`src/rtl/alarm_pkg.sv`:
```
// rtl/alarm_pkg.sv - shared state encodings, default limits and width helpers for the alarm sequencer
package alarm_pkg;

  localparam int STATE_W = 3;

  typedef enum logic [STATE_W-1:0] {
    DISARMED = 3'd0,
    EXIT     = 3'd1,
    ARMED    = 3'd2,
    ENTRY    = 3'd3,
    ALARM    = 3'd4
  } state_t;

  localparam int DEF_TICK_DIV    = 50000;
  localparam int DEF_THRESH      = 100;
  localparam int DEF_TRIP_CNT    = 4;
  localparam int DEF_EXIT_T      = 10000;
  localparam int DEF_ENTRY_T     = 5000;
  localparam int DEF_ALARM_T     = 60000;
  localparam int DEF_BEEP_PERIOD = 1000;
  localparam int DEF_BEEP_ON     = 100;

  // A counter that only ever holds 0..limit-1 needs $clog2(limit) bits, but never fewer than one.
  function automatic int cnt_w(input int limit);
    return (limit > 1) ? $clog2(limit) : 1;
  endfunction

  function automatic int max3(input int a, input int b, input int c);
    int m;
    m = (a > b) ? a : b;
    return (m > c) ? m : c;
  endfunction

endpackage

```
`src/rtl/tick_prescaler.sv`:
```
// rtl/tick_prescaler.sv - free-running divider producing a one-cycle tick every TICK_DIV clocks
module tick_prescaler
  import alarm_pkg::*;
#(
  parameter int TICK_DIV = DEF_TICK_DIV
) (
  input  logic CLK,
  input  logic RST,
  output logic tick
);

  localparam int CNT_W = cnt_w(TICK_DIV);
  localparam logic [CNT_W-1:0] LAST = CNT_W'(TICK_DIV - 1);

  logic [CNT_W-1:0] count;

  assign tick = (count == LAST);

  always_ff @(posedge CLK or negedge RST) begin
    if (!RST) begin
      count <= '0;
    end else if (tick) begin
      count <= '0;
    end else begin
      count <= count + 1'b1;
    end
  end

endmodule

```
`src/rtl/alarm_controller.sv`:
```
// rtl/alarm_controller.sv - arm/disarm sequencer driving the sound enable, with warning chirps and a sticky trip flag
module alarm_controller
  import alarm_pkg::*;
#(
  parameter int TICK_DIV    = DEF_TICK_DIV,
  parameter int THRESH      = DEF_THRESH,
  parameter int TRIP_CNT    = DEF_TRIP_CNT,
  parameter int EXIT_T      = DEF_EXIT_T,
  parameter int ENTRY_T     = DEF_ENTRY_T,
  parameter int ALARM_T     = DEF_ALARM_T,
  parameter int BEEP_PERIOD = DEF_BEEP_PERIOD,
  parameter int BEEP_ON     = DEF_BEEP_ON
) (
  input  logic               CLK,
  input  logic               RST,
  input  logic               Arm,
  input  logic               Disarm,
  input  logic [7:0]         Distance,
  output logic               Sound_En,
  output logic [STATE_W-1:0] State,
  output logic               Tripped
);

  localparam int TMR_W  = cnt_w(max3(EXIT_T, ENTRY_T, ALARM_T));
  localparam int PH_W   = cnt_w(BEEP_PERIOD);
  localparam int NEAR_W = cnt_w(TRIP_CNT);

  localparam logic [TMR_W-1:0]  EXIT_LAST  = TMR_W'(EXIT_T - 1);
  localparam logic [TMR_W-1:0]  ENTRY_LAST = TMR_W'(ENTRY_T - 1);
  localparam logic [TMR_W-1:0]  ALARM_LAST = TMR_W'(ALARM_T - 1);
  localparam logic [PH_W-1:0]   PH_LAST    = PH_W'(BEEP_PERIOD - 1);
  localparam logic [PH_W-1:0]   PH_ON      = PH_W'(BEEP_ON);
  localparam logic [NEAR_W-1:0] NEAR_LAST  = NEAR_W'(TRIP_CNT - 1);
  // Nine bits so a threshold of 256 still means "every reading is near".
  localparam logic [8:0]        THRESH_V   = 9'(THRESH);

  logic               tick;
  logic               arm_prev, disarm_prev;
  logic               arm_edge, disarm_edge;
  logic               is_near;
  logic               changed;
  logic               timed_state;

  logic [STATE_W-1:0] state, state_d;
  logic [TMR_W-1:0]   timer, timer_d;
  logic [PH_W-1:0]    phase, phase_d;
  logic [NEAR_W-1:0]  near_cnt, near_d;
  logic               tripped_d;
  logic               sound_d;

  tick_prescaler #(
    .TICK_DIV (TICK_DIV)
  ) u_prescaler (
    .CLK  (CLK),
    .RST  (RST),
    .tick (tick)
  );

  assign arm_edge    = Arm & ~arm_prev;
  assign disarm_edge = Disarm & ~disarm_prev;
  assign is_near     = ({1'b0, Distance} < THRESH_V);
  assign State       = state;

  always_comb begin
    state_d   = state;
    tripped_d = Tripped;
    if (disarm_edge) begin
      state_d = DISARMED;
    end else begin
      case (state)
        DISARMED: begin
          if (arm_edge) begin
            state_d   = EXIT;
            tripped_d = 1'b0;
          end
        end
        EXIT: begin
          if (tick && timer == EXIT_LAST) state_d = ARMED;
        end
        ARMED: begin
          if (tick && is_near && near_cnt == NEAR_LAST) state_d = ENTRY;
        end
        ENTRY: begin
          if (tick && timer == ENTRY_LAST) begin
            state_d   = ALARM;
            tripped_d = 1'b1;
          end
        end
        ALARM: begin
          if (tick && timer == ALARM_LAST) state_d = ARMED;
        end
        default: state_d = DISARMED;
      endcase
    end
  end

  assign changed     = (state_d != state);
  assign timed_state = (state == EXIT) || (state == ENTRY) || (state == ALARM);

  // Every state change restarts the delay, the chirp cadence and the near run.
  always_comb begin
    timer_d = timer;
    phase_d = phase;
    near_d  = near_cnt;
    if (changed) begin
      timer_d = '0;
      phase_d = '0;
      near_d  = '0;
    end else if (tick) begin
      if (timed_state) timer_d = timer + 1'b1;
      phase_d = (phase == PH_LAST) ? '0 : phase + 1'b1;
      if (state == ARMED) near_d = is_near ? near_cnt + 1'b1 : '0;
    end
  end

  // Decoded from next state/phase so the registered enable moves together with State.
  always_comb begin
    sound_d = 1'b0;
    if (state_d == ALARM) begin
      sound_d = 1'b1;
    end else if (state_d == EXIT || state_d == ENTRY) begin
      sound_d = (phase_d < PH_ON);
    end
  end

  always_ff @(posedge CLK or negedge RST) begin
    if (!RST) begin
      state       <= DISARMED;
      timer       <= '0;
      phase       <= '0;
      near_cnt    <= '0;
      Tripped     <= 1'b0;
      Sound_En    <= 1'b0;
      arm_prev    <= 1'b1;
      disarm_prev <= 1'b1;
    end else begin
      state       <= state_d;
      timer       <= timer_d;
      phase       <= phase_d;
      near_cnt    <= near_d;
      Tripped     <= tripped_d;
      Sound_En    <= sound_d;
      arm_prev    <= Arm;
      disarm_prev <= Disarm;
    end
  end

endmodule

```
`config.mk`:
```
export PLATFORM = sky130hd
export DESIGN_NAME = alarm_controller
export DESIGN_NICKNAME = d
export VERILOG_FILES = /design/src/rtl/alarm_pkg.sv /design/src/rtl/tick_prescaler.sv /design/src/rtl/alarm_controller.sv
export SDC_FILE = /design/constraint.sdc
export NUM_CORES = 1
export LEC_CHECK = 0
export ABC_AREA = 0
export BUFFER_PORTS_ARGS = -buffer_cell sky130_fd_sc_hd__buf_2
export CORE_MARGIN = 4
export CORE_UTILIZATION = 35
export CTS_CLUSTER_SIZE = 40
export DETAILED_ROUTE_END_ITERATION = 6
export HOLD_SLACK_MARGIN = 0.15
export SYNTH_ARGS = -nofsm -noshare
export SYNTH_HDL_FRONTEND = slang
export SYNTH_SLANG_ARGS = --single-unit
```
`constraint.sdc`:
```
create_clock -name CLK -period 3 [get_ports CLK]
set_input_delay 0.15 -clock CLK [delete_from_list [all_inputs] [get_ports CLK]]
set_output_delay 0.15 -clock CLK [all_outputs]
set_load 0.02 [all_outputs]
```
# Word-level counts from Yosys, hierarchy flattened
# Cells that the tools add are included.
# totals
register_bits	51
output_inout_bits	5
in_bits	12
# op_classes
n_addsub	4
n_reduce_logical	16
n_lt_le_gt_ge	2
muxes	23
bitwise	5
n_eq_ne	16
# ops
op	n
16-bit two-way mux	4
16-bit by 1-bit adder with 16-bit output (second input constant)	2
16-bit equality test (second input constant)	2
10-bit two-way mux	3
3-bit two-way mux	6
16-bit by 13-bit equality test with 1-bit output (second input constant)	1
16-bit by 14-bit equality test with 1-bit output (second input constant)	1
3-bit one-hot mux with 5 select lines	1
10-bit by 1-bit adder with 10-bit output (second input constant)	1
10-bit equality test (second input constant)	1
10-bit by 7-bit < comparator with 1-bit output (second input constant)	1
3-bit by 2-bit equality test with 1-bit output (second input constant)	3
8-bit by 7-bit < comparator with 1-bit output (second input constant)	1
2-bit two-way mux	4
2-bit nonzero test	4
3-bit by 1-bit equality test with 1-bit output (second input constant)	2
3-bit equality test (second input constant)	2
1-bit logical AND	5
1-bit two-way mux	4
2-bit != test (second input constant)	2
2-bit AND reduction	2
4-bit AND reduction	1
3-bit logical NOT	1
1-bit logical OR	3
6 further kinds	9

# Longest topological paths before layout
# Gate-level depths: netlist of run 1.
# depth
ltp_word	11
mapped_depth	9
depth_no_buf	8

# Hierarchy
# A second synthesis of run 1 with hierarchy kept.
# unflattened
hier_cells	295
area_unflattened_um2	2929.1
# modules_own_cells
mod	area_per_inst_um2	instances	cells_each
alarm_controller	2167.1	1	228
tick_prescaler	762.0	1	67

# Worst setup path after synthesis of run 1
# Ideal clock, no wire load.
# synth_path
kind	flip-flop to flip-flop
start	reg u_prescaler.count[11]
end	reg Sound_En
path_buffers	0
period_less_slack_ns	2.411
setup_ns	0.136
slack_ns	0.589
stages_incl_launch_ff	8
arrival_ns	2.275
cell_sequence	dfrtp_1 -> or4b_4 -> nor4_4 -> and3_4 -> nand4_2 -> mux2i_1 -> nor4b_1 -> a211oi_2
# synth_via
elab_chain_cells	11
word_cells_on_any_way	22
classes_between	order compare (1); eq/ne (5); mux (10); reduce/logical (6)
# synth_lines
element	line	source
start, declared	tick_prescaler.sv:15	logic [CNT_W-1:0] count;
start signal, assigned	tick_prescaler.sv:25	count <= count + 1'b1;
16-bit equality test (*)	tick_prescaler.sv:17	assign tick = (count == LAST);
1-bit logical AND (2 in a row)	alarm_controller.sv:81	if (tick && is_near && near_cnt == NEAR_LAST) state_d = ENTRY;
3-bit two-way mux	alarm_controller.sv:81	
3-bit one-hot mux with 5 select lines	alarm_controller.sv:70	case (state)
3-bit two-way mux	alarm_controller.sv:67	if (disarm_edge) begin
3-bit != test	alarm_controller.sv:97	assign changed = (state_d != state);
10-bit two-way mux	alarm_controller.sv:105	if (changed) begin
10-bit by 7-bit < comparator with 1-bit output	alarm_controller.sv:122	sound_d = (phase_d < PH_ON);
1-bit two-way mux	alarm_controller.sv:121	end else if (state_d == EXIT || state_d == ENTRY) begin
1-bit two-way mux (*)	alarm_controller.sv:119	if (state_d == ALARM) begin
named net sound_d	alarm_controller.sv:49	logic sound_d;
end signal, assigned	alarm_controller.sv:142	Sound_En <= sound_d;
end, declared	alarm_controller.sv:19	output logic Sound_En,
# The timed path passes the listed nets; every way through them passes the cells marked *.
# A chain may end at the register's enable or synchronous reset.

# Final worst setup path of run 1
# Same ends and word-level chain as after synthesis.

==> summary.md, run 1 <==
| Metric | Value |
|---|---|
| Setup violators final | `0` |
| ANT nets after route | `0` |
| WL/cell | `13.2 microns` |
| Initial Util | `0.360` |
| Sink Count | `51` |
| Clk root buf | `clkbuf_8` |
| Post-CTS resize count | `0` |
| NetSw | `0.304 mW` |
| CP Max Fanout | `6` |
| RSZ-0062 raised after global routing | `no` |
| Max VDD drop | `0.189 mV` |
| Final worst slack | `0.293 ns` |
| Chip Height | `99.9 microns` |
| Minimum clock period | `2.71 ns` |
| Slew Limit Fails | `0` |
| Via-per-instance ratio | `5.16` |
| Final Hold Fails | `0` |
| Ys flop type | `dfrtp_1` |
| Total power | `1.30 mW` |
| Slew @ Worst Pin | `0.561 ns` |
| Crit share post-route | `0.902` |
| Comb power frac | `0.080` |
| Worst-path clk slew | `0.10 ns` |
| Clock tree from TritonCTS | `yes` |
| Cell count after synthesis | `314` |
| Crit path DAT | `2.89 ns` |
| Met3 wire length | `191 microns` |
| Sum Neg Setup Slack | `0 ns` |
| Register area share after synthesis | `0.432` |
| Clock share of power | `0.381` |
| Die area | `0.00999 sq mm` |
| TritonRoute pass-1 iters | `4` |
| Relative slew slack | `0.626` |
| Setup Skew | `0.0118 ns` |
| WS Path Type | `reg2reg` |
| Syn Area/Cell | `9.42 sq um` |
| Multi-input gate area | `0.00159 sq mm` |
| Die Wd | `99.9 microns` |
| Pwr Density | `399 mW/mm^2` |
| Clk_lat worst skew | `0.31 ns` |
| Synthesis-stage register bit count | `51` |
| Highest metal used | `met4` |
| Reg area | `0.00128 sq mm` |
| Crit. End Element | `flip-flop` |
| Ys async rst share | `1.00` |
| Number of global-route vias before repair | `2141` |
| Seq pwr share | `0.540` |
| Antenna diode count | `0` |
| Critical Path Start Type | `flip-flop` |
| CP Data Required Time | `3.18 ns` |
| Met1 wire length | `2.80 mm` |
| H-tree levels | `2` |
| TritonCTS Buffers | `5` |
| Num rows | `33` |
| Synth-to-layout area growth | `10.3%` |
| Initial drt markers | `102` |
| Core area | `0.00822 sq mm` |
| Internal power | `0.997 mW` |
| Share of post-route cells with drive strength above 1 | `0.139` |
| DRC viols | `0` |
| WL final | `5.75 mm` |
| Fill count | `827` |
| Post-synth net total | `330` |
| First-pass GRT wire length | `10.1 mm` |
| Routed wl met2 | `2.67 mm` |
| Grt total ovfl | `0` |
| Via count | `2244` |
| Switching Share | `0.234` |
| Worst min-delay path category | `in2reg` |
| Yosys cell types | `53` |
| Maximum buffer depth of the clock tree | `2` |
| Largest net degree at the start of global routing | `29` |
| Post-Syn Area | `0.00296 sq mm` |
| Final core utilization | `0.397` |
| LEAKAGE | `1.46 nW` |
| Initial antenna violation count | `0` |
| Status | `completed` |
| Place WS | `0.269 ns` |
| Highest clock rate | `369 MHz` |
| Io pins | `17` |
| DPL Wire Length | `4.18 mm` |
| Tot GR Track Use | `0.124` |
| Number of synthesized flops with an enable pin | `0` |
| Max_cap viols | `0` |
| Placer congestion estimate | `0.804` |
| Port-buffer cells | `14` |
| Final-stage net count | `345` |
| Synth Warn # | `0` |
==> cells by family after synthesis <==
logic type      Yosys count  synth area share
compound gates           29            0.0613
simple gates            174             0.343
flops                    51             0.432
fa+ha+maj                 4            0.0169
buf+inv                  17            0.0305
mux                       2           0.00677
xor+xnor                 37             0.110
==> power by group through the flow <==
| stage | clock network (mW) | registers [mW] | logic (mW) |
|---|---|---|---|
| detailed placement | 0 | 0.715 | 0.103 |
| global placement | 0 | 0.715 | 0.103 |
| CTS | 0.521 | 0.702 | 0.106 |
| floorplan | 0 | 0.717 | 0.0736 |
| finish | 0.495 | 0.702 | 0.103 |
| global route | 0.545 | 0.703 | 0.117 |
==> cells in the final DEF (no fill, tap or decap), types with 2 or more instances in the layout <==
cell type | synthesis | layout
dlygate4sd3_1 | 0 | 3
mux2i_1 | 2 | 2
nor4_2 | 2 | 2
clkbuf_8 | 0 | 6
and3_1 | 10 | 10
dfstp_2 | 2 | 2
nand2_1 | 34 | 34
a21boi_1 | 2 | 2
a31oi_1 | 4 | 4
xnor2_1 | 13 | 13
nor3_1 | 5 | 5
dfrtp_1 | 49 | 49
ha_1 | 4 | 4
or2_2 | 2 | 2
buf_4 | 0 | 4
nand3_1 | 17 | 17
xor2_1 | 24 | 24
nor4_4 | 2 | 2
nor2_1 | 45 | 45
o21ai_0 | 5 | 5
nand4b_1 | 4 | 4
nor3_2 | 2 | 2
and2_1 | 3 | 3
nand4_1 | 10 | 10
nand4bb_1 | 2 | 2
nand2b_1 | 4 | 4
nor2b_1 | 6 | 6
o31ai_1 | 2 | 2
a21oi_1 | 10 | 10
nor3b_1 | 2 | 2
or3_1 | 3 | 3
nor4_1 | 4 | 4
inv_1 | 4 | 4
nand3b_1 | 2 | 2
nand4_2 | 2 | 2
or4b_4 | 2 | 2
buf_2 | 3 | 14
==> critical path, stage by stage (launching register included) <==
cell	delay, ns
dfrtp_1	0.43
or4b_4	0.63
nor4_4	0.46
and3_4	0.29
nand4_2	0.17
mux2i_1	0.17
nor4b_1	0.36
a211oi_2	0.07
==> cell usage after synthesis (all sizes together), types with 2 or more instances <==
library cell / n / area [sq um]
mux2i: 2 / 20.0
a21boi: 2 / 15.0
nor2b: 6 / 37.5
nand4b: 4 / 35.0
a21oi: 10 / 50.1
buf: 6 / 48.8
nand4bb: 2 / 22.5
inv: 4 / 15.0
nand2: 34 / 128
nor2: 45 / 169
nor3: 8 / 61.3
and2: 3 / 18.8
nand2b: 4 / 25.0
nor3b: 2 / 15.0
or4b: 3 / 37.5
and3: 11 / 73.8
xnor2: 13 / 114
a31oi: 4 / 25.0
dfstp: 2 / 52.6
nor4: 8 / 92.6
ha: 4 / 50.1
or2: 2 / 12.5
o21ai: 6 / 30.0
nand3b: 2 / 15.0
dfrtp: 49 / 1230
clkbuf: 7 / 26.3
o31ai: 2 / 15.0
nand4: 12 / 87.6
xor2: 24 / 210
nand3: 18 / 103
or3: 3 / 18.8
==> metrics by stage <==
stage	cell area, sq um	hold WS [ns]	cells
finish	3260	0.197	435
global route	3260	0.210	435
CTS	3260	0.187	435
detailed placement	3110	0.173	424
global placement	3110	0.170	424
floorplan	2960	-0.146	314
==> worst paths after layout <==
path | from | to | slack [ns] | depth (start not counted)
worst max register to register | u_prescaler.count[11] | Sound_En | 0.29 | 7
worst max-delay path | u_prescaler.count[11] | Sound_En | 0.29 | 7
min in group asynchronous | RST | phase[8] | 0.35 | 2
worst min-delay path | Distance[7] | near_cnt[0] | 0.20 | 4
max in group asynchronous | RST | disarm_prev | 1.83 | 3
worst min register to register | u_prescaler.count[0] | u_prescaler.count[0] | 0.47 | 1
==> area by class of cell <==
cell class                 instances  share of cell area
multi-input combinational        246               0.487
clock buffer                       6              0.0253
sequential                        51               0.392
clock inverter                     2              0.0107
timing repair buffer              21              0.0399
inverter                           4             0.00460
tap                              105              0.0403
==> routing by layer <==
metal	global-route usage	vias to the layer above
met5	0	-
met4	0.0399	0
li1	-	1130
met2	0.195	42
met1	0.171	1064
met3	0.0271	8
==> timing repair <==
| item | 4_1_cts | 5_1_grt |
|---|---|---|
| hold endpoints to repair | 24 | 0 |
| buffers inserted | 0 | 0 |
| hold buffers | 3 | 0 |
==> registers in the layout, indices dropped and copies added (netlist names) <==
register and flops:
Sound_En 1, State 3, Tripped 1, arm_prev 1
disarm_prev 1, near_cnt 2, phase 10, timer 16
u_prescaler.count 16
(Power assumes the default switching activity.)
==> run 2, diff against run 1 <==
- ABC_AREA: 0 -> 1
==> summary.md, run 2 <==
| Metric | Value |
|---|---|
| Crit path DAT | `2.72 ns` |
| Worst min-delay path category | `in2reg` |
| Setup Skew | `0.00966 ns` |
| Synth top area share | `0.383` |
| Share of post-route cells with drive strength above 1 | `0.154` |
| TritonCTS Buffers | `5` |
| Largest regs | `timer: 16 flops, u_prescaler.count: 16 flops, phase: 10 flops` |
| Worst-path clk slew | `0.10 ns` |
| Sum Neg Setup Slack | `0 ns` |
| Die area | `0.0108 sq mm` |
| Buf/Inv on CP | `1` |
| Io pins | `17` |
| Cells after DPL | `558` |
| Worst path depth | `17` |
| Synth Warn # | `0` |
| Largest net degree at the start of global routing | `34` |
| Initial drt markers | `109` |
| RSZ-0062 raised after global routing | `no` |
| Critical Path Start Type | `flip-flop` |
| Post-synth top cells | `nand2_1 (97), inv_1 (63), nor2_1 (60), dfrtp_1 (49), nand3_1 (32)` |
| TritonRoute pass-1 iters | `4` |
| Via count | `2748` |
| Post-route insts no fill | `569` |
| Final Hold Fails | `0` |
| Number of global-route vias before repair | `2661` |
| Die Wd | `104 microns` |
| Num rows | `34` |
| Max stage delay cell, worst path | `dfrtp_1` |
| Final worst slack | `0.513 ns` |
| FF-to-FF Start | `u_prescaler.count[0]` |
| Setup violators final | `0` |
| CP startpoint | `u_prescaler.count[0]` |
| Final-stage net count | `476` |
| Crit share post-route | `0.829` |
| Synth-to-layout area growth | `10.9%` |
| CP Max Fanout | `17` |
| Port-buffer cells | `14` |
| Initial Util | `0.364` |
| WL final | `6.74 mm` |
| Ys async rst share | `1.00` |
| DPL Wire Length | `5.19 mm` |
| Post-synth net total | `452` |
| Crit. End Element | `flip-flop` |
| Worst Setup EP | `timer[5]` |
| Slew @ Worst Pin | `0.745 ns` |
| Yosys cell types | `36` |
| Max_cap viols | `0` |
| Chip Height | `104 microns` |
| Clock tree from TritonCTS | `yes` |
| Status | `completed` |
| ANT nets after route | `0` |
| LEAKAGE | `1.76 nW` |
| Number of synthesized flops with an enable pin | `0` |
| Via-per-instance ratio | `4.83` |
| Core area | `0.00881 sq mm` |
| Leading area contributor after synthesis | `dfrtp_1` |
| Most numerous cell in the Yosys netlist | `nand2_1` |
| Slew Limit Fails | `0` |
| Grt total ovfl | `0` |
| Synth area leaders | `dfrtp_1 (38%), nand2_1 (11%), inv_1 (7.4%)` |
| Register area share after synthesis | `0.399` |
| Leading cell type in the layout, fill and taps excluded | `nand2_1` |
| Clk_lat worst skew | `0.31 ns` |
| Initial antenna violation count | `0` |
| RR Endpoint | `timer[5]` |
| WS Path Type | `reg2reg` |
| Place WS | `0.506 ns` |
| Sink Count | `51` |
| Syn Area/Cell | `7.35 sq um` |
| Pwr Density | `370 mW/mm^2` |
| H-tree levels | `2` |
| Antenna diode count | `0` |
| Setup Buffers After CTS | `0` |
| WL/cell | `11.8 microns` |
| Max VDD drop | `0.175 mV` |
| Synthesis-stage register bit count | `51` |
| Post-Syn Area | `0.00321 sq mm` |
| Largest delay contributor family on the critical path | `simple AND/OR/NAND/NOR gates` |
| Maximum buffer depth of the clock tree | `2` |
| First-pass GRT wire length | `11.7 mm` |
| DRC viols | `0` |
| R2R depth | `17` |
| Ys flop type | `dfrtp_1` |
| Cell count after synthesis | `436` |
| Placer congestion estimate | `0.868` |
| Crit-path cells | `ha_1, nand2_2, nor2_4, nand2_2, nor2_8, nand2_4, nand2_2, nand2_1, o21ai_1, nand2_1, nand2_2, nor2_8, nand2_4, clkinv_4, nand2_4, nand2_1, a21oi_1` |
| Relative slew slack | `0.503` |
| Minimum clock period | `2.49 ns` |
| Total power | `1.32 mW` |
| CP Data Required Time | `3.23 ns` |
| Most frequent cells in the layout | `nand2_1 (97), inv_1 (63), nor2_1 (60)` |
| Clk root buf | `clkbuf_8` |
| Highest clock rate | `402 MHz` |
| R2r setup slk | `0.51 ns` |
| Tot GR Track Use | `0.128` |
| CP peak stage delay | `0.38 ns` |
| Most frequent CP cell | `nand2_2` |
[run 2: cell count changes after synthesis, sizes merged, moves of 11 or more]
cell   delta
and3     -11
inv      +68
nand2    +75
nand3    +15
nor2     +22
o21ai    +16
xnor2    -12
[run 2: where the power goes]
part / internal, mW / total [mW] / switching (mW)
clock: 0.249 / 0.483 / 0.235
combinational: 0.0342 / 0.136 / 0.102
sequential: 0.693 / 0.697 / 0.00409
[run 2: worst min-delay path by stage]
| stage | depth (start not counted) | end | slack [ns] | from |
|---|---|---|---|---|
| after global placement | 1 | u_prescaler.count[10] | 0.27 | RST |
| after detailed placement | 1 | u_prescaler.count[9] | 0.26 | RST |
| after CTS | 5 | near_cnt[0] | 0.23 | Distance[7] |
| final | 5 | near_cnt[0] | 0.23 | Distance[7] |
| after global routing | 5 | near_cnt[0] | 0.25 | Distance[7] |
| after floorplan | 0 | Sound_En | -0.15 | RST |
[run 2: cells by family (layout without fill, tap and decap cells)]
| family | count (synthesis) | in the layout | synth area share |
|---|---|---|---|
| fa+ha+maj | 4 | 4 | 0.0156 |
| flops | 51 | 51 | 0.399 |
| xor+xnor | 19 | 19 | 0.0519 |
| buf+inv | 76 | 101 | 0.0933 |
| simple gates | 242 | 242 | 0.355 |
| compound gates | 44 | 44 | 0.0851 |
[run 2: timing repair]
item	in CTS	in global routing
hold buffers	3	0
resized for setup	0	0
hold endpoints to repair	34	0
[run 2: area by class of cell]
cell class / count / area [sq um]
clock buffers: 5 / 68.8
clock inverters: 3 / 43.8
fillers: 917 / 5250
inverters: 73 / 279
multi-input cells: 309 / 1630
flip-flops and latches: 51 / 1280
well taps: 108 / 135
repair buffers: 20 / 123
[run 2: layer usage]
layer | part of all wire | global-route usage | routed length, microns | vias to the layer above
li1 | - | - | - | 1437
met1 | 0.49 | 0.166 | 3290 | 1258
met2 | 0.47 | 0.221 | 3180 | 37
met3 | 0.020 | 0.0211 | 138 | 16
met4 | 0.020 | 0.0389 | 137 | 0
met5 | 0 | 0 | 0 | -
[run 2: worst min-delay path, delay by kind of cell]
kind                   cells  cell delay [ns]
buffers and inverters      1             0.08
AOI/OAI and AO/OA          2             0.10
and+or+nand+nor            2             0.18
[run 2: stage by stage]
step | hold slack [ns] | util | instance area [sq um]
6_report | 0.230 | 0.404 | 3560
5_1_grt | 0.253 | 0.404 | 3560
4_1_cts | 0.229 | 0.404 | 3560
3_5_place_dp | 0.262 | 0.388 | 3410
3_3_place_gp | 0.265 | 0.388 | 3410
2_1_floorplan | -0.146 | - | 3210
